[config.mk]
export PLATFORM = sky130hd
export DESIGN_NAME = dram_dma
export DESIGN_NICKNAME = d
export VERILOG_FILES = /design/src/rtl/dram_dma_pkg.sv /design/src/rtl/dma_fifo.sv /design/src/rtl/dram_dma.sv
export SDC_FILE = /design/constraint.sdc
export NUM_CORES = 1
export LEC_CHECK = 0
export ABC_AREA = 1
export CAP_MARGIN = 20
export CORE_MARGIN = 10
export CORE_UTILIZATION = 55
export CTS_BUF_LIST = sky130_fd_sc_hd__clkbuf_16
export CTS_CLUSTER_DIAMETER = 60
export CTS_CLUSTER_SIZE = 16
export DETAILED_ROUTE_END_ITERATION = 8
export HOLD_SLACK_MARGIN = 0.06
export PLACE_DENSITY = 0.78
export SLEW_MARGIN = 20
export SYNTH_ARGS = -nofsm -noshare
export SYNTH_HDL_FRONTEND = slang
export SYNTH_SLANG_ARGS = --single-unit
export TNS_END_PERCENT = 30
[constraint.sdc]
create_clock -name fclk -period 5.5 [get_ports fclk]
set_clock_uncertainty 0.05 [all_clocks]
set_input_delay 0.825 -clock fclk [delete_from_list [all_inputs] [get_ports fclk]]
set_output_delay 0.825 -clock fclk [all_outputs]
set_load 0.005 [all_outputs]
[src/rtl/dram_dma_pkg.sv]
// Shared definitions for the DRAM block-copy engine: FSM state encoding and
// the fixed byte-enable pattern for full 16-bit word accesses.
package dram_dma_pkg;

    typedef enum logic [1:0] {
        ST_IDLE = 2'd0,
        ST_RD   = 2'd1,
        ST_WR   = 2'd2,
        ST_FIN  = 2'd3
    } dma_state_t;

    localparam logic [1:0] DMA_BSEL_WORD = 2'b11;
    localparam int         DMA_DATA_W    = 16;

endpackage

[src/rtl/dma_fifo.sv]
// Burst buffer for the DMA engine: small synchronous FIFO with flush.
// Exposes the head word and the word behind it so write data can be preloaded.
module dma_fifo
    import dram_dma_pkg::*;
#(
    parameter int DEPTH = 4
) (
    input  logic                  fclk,
    input  logic                  rst_n,
    input  logic                  push,
    input  logic [DMA_DATA_W-1:0] push_data,
    input  logic                  pop,
    input  logic                  flush,
    output logic                  empty,
    output logic                  full,
    output logic [DMA_DATA_W-1:0] head,
    output logic [DMA_DATA_W-1:0] head_next
);

    localparam int AW = $clog2(DEPTH);

    logic [DMA_DATA_W-1:0] mem [DEPTH];
    logic [AW-1:0]         wr_ptr_reg;
    logic [AW-1:0]         rd_ptr_reg;
    logic [AW:0]           count_reg;

    always_ff @(posedge fclk) begin
        if (push && !flush) begin
            mem[wr_ptr_reg] <= push_data;
        end
    end

    always_ff @(posedge fclk or negedge rst_n) begin
        if (!rst_n) begin
            wr_ptr_reg <= '0;
            rd_ptr_reg <= '0;
            count_reg  <= '0;
        end else if (flush) begin
            wr_ptr_reg <= '0;
            rd_ptr_reg <= '0;
            count_reg  <= '0;
        end else begin
            if (push) wr_ptr_reg <= wr_ptr_reg + AW'(1);
            if (pop)  rd_ptr_reg <= rd_ptr_reg + AW'(1);
            case ({push, pop})
                2'b10:   count_reg <= count_reg + (AW+1)'(1);
                2'b01:   count_reg <= count_reg - (AW+1)'(1);
                default: count_reg <= count_reg;
            endcase
        end
    end

    assign empty     = (count_reg == '0);
    assign full      = (count_reg == (AW+1)'(DEPTH));
    assign head      = mem[rd_ptr_reg];
    assign head_next = mem[rd_ptr_reg + AW'(1)];

endmodule

[src/rtl/dram_dma.sv]
// DRAM->DRAM block-copy engine: reads bursts of up to FIFO_DEPTH words, then writes them out.
// Define DMA_FILL_EN to add cfg_fill/cfg_mode and a constant-fill mode that skips the read phase.
module dram_dma
    import dram_dma_pkg::*;
#(
    parameter int ADDR_W     = 21,
    parameter int LEN_W      = 10,
    parameter int FIFO_DEPTH = 4
) (
    input  logic                  fclk,
    input  logic                  rst_n,
    input  logic [ADDR_W-1:0]     cfg_src,
    input  logic [ADDR_W-1:0]     cfg_dst,
    input  logic [LEN_W-1:0]      cfg_len,
`ifdef DMA_FILL_EN
    input  logic [DMA_DATA_W-1:0] cfg_fill,
    input  logic                  cfg_mode,
`endif
    input  logic                  start,
    input  logic                  abort,
    output logic                  busy,
    output logic                  done,
    output logic                  irq_n,
    input  logic                  irq_ack,
    output logic                  dma_req,
    output logic                  dma_rnw,
    output logic [ADDR_W-1:0]     dma_addr,
    output logic [DMA_DATA_W-1:0] dma_wrdata,
    output logic [1:0]            dma_bsel,
    input  logic                  dma_ack,
    input  logic [DMA_DATA_W-1:0] dma_rddata
);

    localparam int BW = $clog2(FIFO_DEPTH) + 1;

    function automatic logic [BW-1:0] burst_of(input logic [LEN_W-1:0] n);
        if (n >= LEN_W'(FIFO_DEPTH)) return BW'(FIFO_DEPTH);
        return BW'(n);
    endfunction

    logic                  start_fill;
    logic [DMA_DATA_W-1:0] start_fill_word;
`ifdef DMA_FILL_EN
    assign start_fill      = cfg_mode;
    assign start_fill_word = cfg_fill;
`else
    assign start_fill      = 1'b0;
    assign start_fill_word = '0;
`endif

    dma_state_t            state_reg, state_next;
    logic [ADDR_W-1:0]     src_reg, src_next, dst_reg, dst_next;
    logic [LEN_W-1:0]      rem_reg, rem_next;
    logic [BW-1:0]         burst_reg, burst_next;
    logic                  abort_pend_reg, abort_pend_next;
    logic                  fill_mode_reg, fill_mode_next;
    logic [DMA_DATA_W-1:0] fill_word_reg, fill_word_next;
    logic                  busy_reg, busy_next, done_reg, done_next, irq_n_reg, irq_n_next;
    logic                  dma_req_reg, dma_req_next, dma_rnw_reg, dma_rnw_next;
    logic [ADDR_W-1:0]     dma_addr_reg, dma_addr_next;
    logic [DMA_DATA_W-1:0] dma_wrdata_reg, dma_wrdata_next;

    logic                  fifo_push, fifo_pop, fifo_flush, fifo_empty, fifo_full;
    logic [DMA_DATA_W-1:0] fifo_head, fifo_head_next;
    logic                  stop, last_wr;

    dma_fifo #(.DEPTH(FIFO_DEPTH)) u_fifo (
        .fclk      (fclk),
        .rst_n     (rst_n),
        .push      (fifo_push),
        .push_data (dma_rddata),
        .pop       (fifo_pop),
        .flush     (fifo_flush),
        .empty     (fifo_empty),
        .full      (fifo_full),
        .head      (fifo_head),
        .head_next (fifo_head_next)
    );

    always_ff @(posedge fclk or negedge rst_n) begin
        if (!rst_n) begin
            state_reg      <= ST_IDLE;
            src_reg        <= '0;
            dst_reg        <= '0;
            rem_reg        <= '0;
            burst_reg      <= '0;
            abort_pend_reg <= 1'b0;
            fill_mode_reg  <= 1'b0;
            fill_word_reg  <= '0;
            busy_reg       <= 1'b0;
            done_reg       <= 1'b0;
            irq_n_reg      <= 1'b1;
            dma_req_reg    <= 1'b0;
            dma_rnw_reg    <= 1'b1;
            dma_addr_reg   <= '0;
            dma_wrdata_reg <= '0;
        end else begin
            state_reg      <= state_next;
            src_reg        <= src_next;
            dst_reg        <= dst_next;
            rem_reg        <= rem_next;
            burst_reg      <= burst_next;
            abort_pend_reg <= abort_pend_next;
            fill_mode_reg  <= fill_mode_next;
            fill_word_reg  <= fill_word_next;
            busy_reg       <= busy_next;
            done_reg       <= done_next;
            irq_n_reg      <= irq_n_next;
            dma_req_reg    <= dma_req_next;
            dma_rnw_reg    <= dma_rnw_next;
            dma_addr_reg   <= dma_addr_next;
            dma_wrdata_reg <= dma_wrdata_next;
        end
    end

    // In fill mode the burst counter is meaningless; the word count alone ends the transfer.
    assign last_wr = fill_mode_reg ? (rem_reg == LEN_W'(1)) : (burst_reg == BW'(1));

    always_comb begin
        state_next      = state_reg;
        src_next        = src_reg;
        dst_next        = dst_reg;
        rem_next        = rem_reg;
        burst_next      = burst_reg;
        abort_pend_next = abort_pend_reg;
        fill_mode_next  = fill_mode_reg;
        fill_word_next  = fill_word_reg;
        busy_next       = busy_reg;
        done_next       = 1'b0;
        irq_n_next      = irq_n_reg;
        dma_req_next    = dma_req_reg;
        dma_rnw_next    = dma_rnw_reg;
        dma_addr_next   = dma_addr_reg;
        dma_wrdata_next = dma_wrdata_reg;
        fifo_push       = 1'b0;
        fifo_pop        = 1'b0;
        fifo_flush      = 1'b0;
        stop            = 1'b0;

        if (irq_ack) irq_n_next = 1'b1;

        case (state_reg)
            ST_IDLE: begin
                if (start && cfg_len == '0) begin
                    done_next  = 1'b1;
                    irq_n_next = 1'b0;
                end else if (start) begin
                    src_next       = cfg_src;
                    dst_next       = cfg_dst;
                    rem_next       = cfg_len;
                    burst_next     = burst_of(cfg_len);
                    fill_mode_next = start_fill;
                    fill_word_next = start_fill_word;
                    busy_next      = 1'b1;
                    dma_req_next   = 1'b1;
                    if (start_fill) begin
                        state_next      = ST_WR;
                        dma_rnw_next    = 1'b0;
                        dma_addr_next   = cfg_dst;
                        dma_wrdata_next = start_fill_word;
                    end else begin
                        state_next    = ST_RD;
                        dma_rnw_next  = 1'b1;
                        dma_addr_next = cfg_src;
                    end
                end
            end
            ST_RD: begin
                if (dma_ack) begin
                    fifo_push = !fifo_full;
                    src_next  = src_reg + ADDR_W'(1);
                    if (abort || abort_pend_reg) begin
                        stop = 1'b1;
                    end else if (burst_reg == BW'(1)) begin
                        // The final read word is still on dma_rddata when the buffer held nothing else.
                        state_next      = ST_WR;
                        dma_rnw_next    = 1'b0;
                        dma_addr_next   = dst_reg;
                        dma_wrdata_next = fifo_empty ? dma_rddata : fifo_head;
                        burst_next      = burst_of(rem_reg);
                    end else begin
                        burst_next    = burst_reg - BW'(1);
                        dma_addr_next = src_reg + ADDR_W'(1);
                    end
                end else if (abort) begin
                    abort_pend_next = 1'b1;
                end
            end
            ST_WR: begin
                if (dma_ack) begin
                    fifo_pop = !fill_mode_reg;
                    dst_next = dst_reg + ADDR_W'(1);
                    rem_next = rem_reg - LEN_W'(1);
                    if (abort || abort_pend_reg) begin
                        stop = 1'b1;
                    end else if (last_wr && rem_reg == LEN_W'(1)) begin
                        state_next   = ST_FIN;
                        dma_req_next = 1'b0;
                        busy_next    = 1'b0;
                        done_next    = 1'b1;
                        irq_n_next   = 1'b0;
                    end else if (last_wr) begin
                        state_next    = ST_RD;
                        dma_rnw_next  = 1'b1;
                        dma_addr_next = src_reg;
                        burst_next    = burst_of(rem_reg - LEN_W'(1));
                    end else begin
                        burst_next      = burst_reg - BW'(1);
                        dma_addr_next   = dst_reg + ADDR_W'(1);
                        dma_wrdata_next = fill_mode_reg ? fill_word_reg : fifo_head_next;
                    end
                end else if (abort) begin
                    abort_pend_next = 1'b1;
                end
            end
            ST_FIN: begin
                state_next = ST_IDLE;
            end
            default: begin
                state_next = ST_IDLE;
            end
        endcase

        // Aborted transfers retire only once the outstanding access has been acked.
        if (stop) begin
            state_next      = ST_IDLE;
            dma_req_next    = 1'b0;
            busy_next       = 1'b0;
            abort_pend_next = 1'b0;
            fifo_flush      = 1'b1;
        end
    end

    assign busy       = busy_reg;
    assign done       = done_reg;
    assign irq_n      = irq_n_reg;
    assign dma_req    = dma_req_reg;
    assign dma_rnw    = dma_rnw_reg;
    assign dma_addr   = dma_addr_reg;
    assign dma_wrdata = dma_wrdata_reg;
    assign dma_bsel   = DMA_BSEL_WORD;

endmodule
==> impl.org <==
** Status
- The run finished with clean final reports.

** Clocking
- Max H-tree Level :: 4
- Clock input transition at the sequential cells of the worst setup and hold paths :: 80 ps
- In this run, CTS created clock tree buffers numbering 17.
- The number of setup buffers added after CTS is 0.
- Library cell used as clock root buffer :: sky130_fd_sc_hd__clkbuf_16
- Clock tree synthesis found a total of 170 sinks.
- Clock tree from TritonCTS :: done
- Number of resized instances in the post-cts repair step :: 0
- In this run, post-CTS hold repair placed 0 buffers.
- Clock insertion delay at the later pin of the skew report :: 450 ps
- No sink is reached through more buffers than the 2 on the longest clock path.

** Setup path
- On the critical path, the stage with the largest delay is an instance of sky130_fd_sc_hd__nor2_1.
- Crit path max fanout :: 44
- The critical path goes through ha_1, nand2_2, inv_1, nor2_1, nand3_1, nand2_1, inv_1, nand2_1, nand2_1, nand2_1.
- For flop-to-flop paths, the worst setup slack is 2380 ps.
- WS Path Type :: reg2reg
- Worst Setup End Kind :: flip-flop
- Arrival time of the worst setup path :: 3460 ps
- Counting cells, the worst reg-to-reg path comes to 10.
- Launching instance or port of the critical path :: burst_reg[0]
- Counting stages on the worst path, the most repeated cell is sky130_fd_sc_hd__nand2_1.
- STA classifies the critical path startpoint as a flip-flop.
- Worst reg2reg endpoint :: dma_addr[14]
- On the worst path, the slowest cell contributes a delay of 690 ps.
- The worst register-to-register path begins at burst_reg[0].
- Capturing instance or port of the critical path :: dma_addr[14]
- STA puts the critical path data required time at 5840 ps.

** Synth
- Of the total synthesized cell area, the portion taken by full adders, half adders and majority gates is 0.0201.
- For this run, the register share of the synthesized area comes to 0.442.
- Dividing the synthesized area by the synthesized cell count gives 7.77 um^2.
- Sorting the synthesized cells by area gives the leading types as sky130_fd_sc_hd__dfrtp_1 (25%), sky130_fd_sc_hd__edfxtp_1 (19%), sky130_fd_sc_hd__nand2_1 (12%), sky130_fd_sc_hd__o21ai_0 (7.8%), sky130_fd_sc_hd__inv_1 (4.9%).
- After synthesis, the share of cell area in mux cells is 0.000967.
- Largest family of logic cells by synthesized area :: simple AND/OR/NAND/NOR gates
- Synth Register Bits :: 170
- Of the total synthesized cell area, the portion taken by AND, OR, NAND and NOR gates is 0.238.
- Cell area after technology mapping :: 0.0103 mm^2
- The number of different library cells used by synthesis comes to 51.
- Syn. warnings :: 0
- Of the post-synthesis cell area, the dominant cell type holds 0.252.
- Of all cell types, the one taking the most synthesized area is sky130_fd_sc_hd__dfrtp_1.
- Post-synthesis compound-gate area fraction :: 0.193
- XOR/XNOR share of the synthesized area :: 0.0152
- Synthesized netlist cell count :: 1331

** Die
- For this configuration, the core starts out at a cell density of 0.557.
- Row count :: 50
- The die covers 0.0247 mm^2.
- Num ports :: 118
- The core region is 0.0186 mm^2.
- Measured along the x axis, the die boundary spans 157 um.
- DIE HEIGHT :: 157 um

** Pwr
- Overall power consumption after layout is estimated at 7.14 mW.
- The analysis attributes to cell leakage a power of 5.14 nW.
- Of the total power, the share spent switching nets is 0.478.
- The share of total power dissipated in combinational logic is 0.527.
- Peak ir drop on the vdd network :: 0.335 mV
- In this run the power spent charging and discharging nets is 3.42 mW.
- The internal portion of the total power is 3.73 mW.
- Power spread over the standard cell area amounts to 589 mW/mm^2.
- Of the total power, registers draw 0.299.
- The share of total power dissipated in the clock network is 0.174.

** Placement
- During placement, the flow inserted port buffers numbering 115.
- Detailed placer's ending HPWL :: 20.5 mm
- The congestion estimate from routability-driven global placement came to 0.962.
- After detailed placement, the total cell area comes to 0.0115 mm^2.

** Detailed routing
- After detailed routing, the average wire length per cell comes to 18.2 um.
- For this run, design rule violations remaining after detail routing come to 0.
- After detailed routing, the number of vias per cell comes to 5.85.
- The count of nets left with antenna violations once routing finished came out at 0.
- Summed over all layers, the routed wires come to 30.1 mm.
- Across all layers, the routed design uses 9664 vias.
- Number of DRC markers in iteration 0 :: 855
- DRT Pass-1 Iters :: 5

** Cells and area
- The sequential cells in the finished layout cover a total of 0.00458 mm^2.
- Final net count :: 1495
- Summing all multi-input logic gate instances after layout gives 0.00487 mm^2.
- Design area :: 0.0121 mm^2
- Number of flip-flops under the largest register name :: 64
- 0 antenna diodes ended up in the layout.
- Leading cell types in the layout, fill and taps excluded :: sky130_fd_sc_hd__nand2_1 (343), sky130_fd_sc_hd__o21ai_0 (162), sky130_fd_sc_hd__inv_1 (135)
- Fraction of final layout cells sized beyond drive strength 1 :: 0.0705
- Core utilization of the finished layout :: 0.652
- Layout overhead on the synthesized area :: 17.2%
- After filler insertion, the fill cell instance count of the layout stands at 1513.
- Ranked by flip-flop count, first place goes to u_fifo.mem.
- Leaving out fill and tap cells, the most frequent cell in the layout is sky130_fd_sc_hd__nand2_1.

** STA
- For the pin with the worst max-slew slack, the measured transition is 993 ps.
- Clock period minus final worst setup slack :: 3120 ps
- The number of max-slew violations in the final report came to 0.
- Unrepaired setup endpoints after global routing :: false
- The final-report hold violation count came to 0.
- Hold Slack :: 395 ps
- Setup violations remaining at the end of the flow were counted as 0.
- After routing, the total negative slack on setup checks comes to 0 ps.
- In this run the tightest slew margin relative to its limit is 0.337.
- Timing would allow up to 320 MHz.
- Of the available clock period, the critical path in the final layout requires 0.568.

** Min path
- Class of the most critical hold timing path :: in2async

** Run
- Across the run, the number of max-cap violations was 0.

** GRT
- Entering global routing, the biggest net connects 58 pins.
- Global router's overall resource usage :: 0.241
- First-pass GRT wire length :: 47.3 mm
- Global routing finished with a remaining overflow of 0.
- Via count of the first global-routing pass :: 9432
- Antenna violations before repair :: 0
worst min path at each step:
stage / from / end / slack [ps] / cells past startpoint
global route: rst_n / dst_reg[12] / 450 / 1
global placement: dma_addr[12] / dma_addr[12] / 410 / 2
floorplan: dma_rnw / dma_rnw / 410 / 2
CTS: rst_n / dst_reg[13] / 420 / 1
detailed placement: dma_addr[6] / dma_addr[6] / 410 / 2
finish: rst_n / dst_reg[12] / 390 / 1
worst max-delay path: cells and delay by family (launching register included):
kind / cells / cell delay, ps
and+or+nand+nor: 7 / 1880
buffers and inverters: 2 / 490
DFF: 1 / 420
adders and majority gates: 1 / 230
power by group through the flow:
stage               combinational (mW)  sequential (mW)  clock (mW)
floorplan                         2.70             2.06           0
global placement                  3.62             2.14           0
detailed placement                3.71             2.15           0
CTS                               3.74             2.13        1.25
global route                      4.19             2.19        1.30
finish                            3.76             2.14        1.24
Yosys cell counts, drive strengths merged:
library cell	instances
nand3b	5
clkbuf	28
o211ai	36
nand3	73
ha	15
inv	141
fa	1
nand4	13
a22oi	6
dfstp	2
buf	43
xnor2	2
o211a	1
a21oi	79
xor2	16
o311ai	11
o31ai	3
dfrtp	104
o21a	2
a211oi	2
edfxtp	64
o2111ai	1
nor2	103
a21boi	1
o221ai	2
mux2i	1
o21ai	185
nand2	348
a31oi	8
nor3	19
or2	1
o21bai	1
conb	1
o22ai	13
logic make-up after synthesis:
kind of cell | after synthesis
xor gates and xnor gates | 18
other | 1
AOI/OAI and AO/OA | 351
and+or+nand+nor | 562
buffers and inverters | 212
adders and majority gates | 16
DFF | 170
muxes | 1
cell type report:
cell class | count | share of cell area
multi-input cells | 950 | 0.401
repair buffers | 125 | 0.102
clock buffers | 17 | 0.0351
flip-flops and latches | 170 | 0.378
clock inverters | 15 | 0.0161
inverters | 141 | 0.0437
well taps | 234 | 0.0242
through the flow:
| step | setup WS [ps] | instances |
|---|---|---|
| detailed placement | 2190 | 1620 |
| finish | 2380 | 1652 |
| floorplan | 2860 | 1332 |
| CTS | 2420 | 1652 |
| global route | 2110 | 1652 |
| global placement | 2230 | 1620 |
per-layer routing:
layer  vias to the layer above  GRT usage  wire length (um)
li1                       4627          -                 -
met1                      4529      0.269             11400
met2                       427      0.430             15300
met3                        81     0.0472              2130
met4                         0      0.114              1220
met5                         -          0                 0
Power figures use the tool's default switching activity.
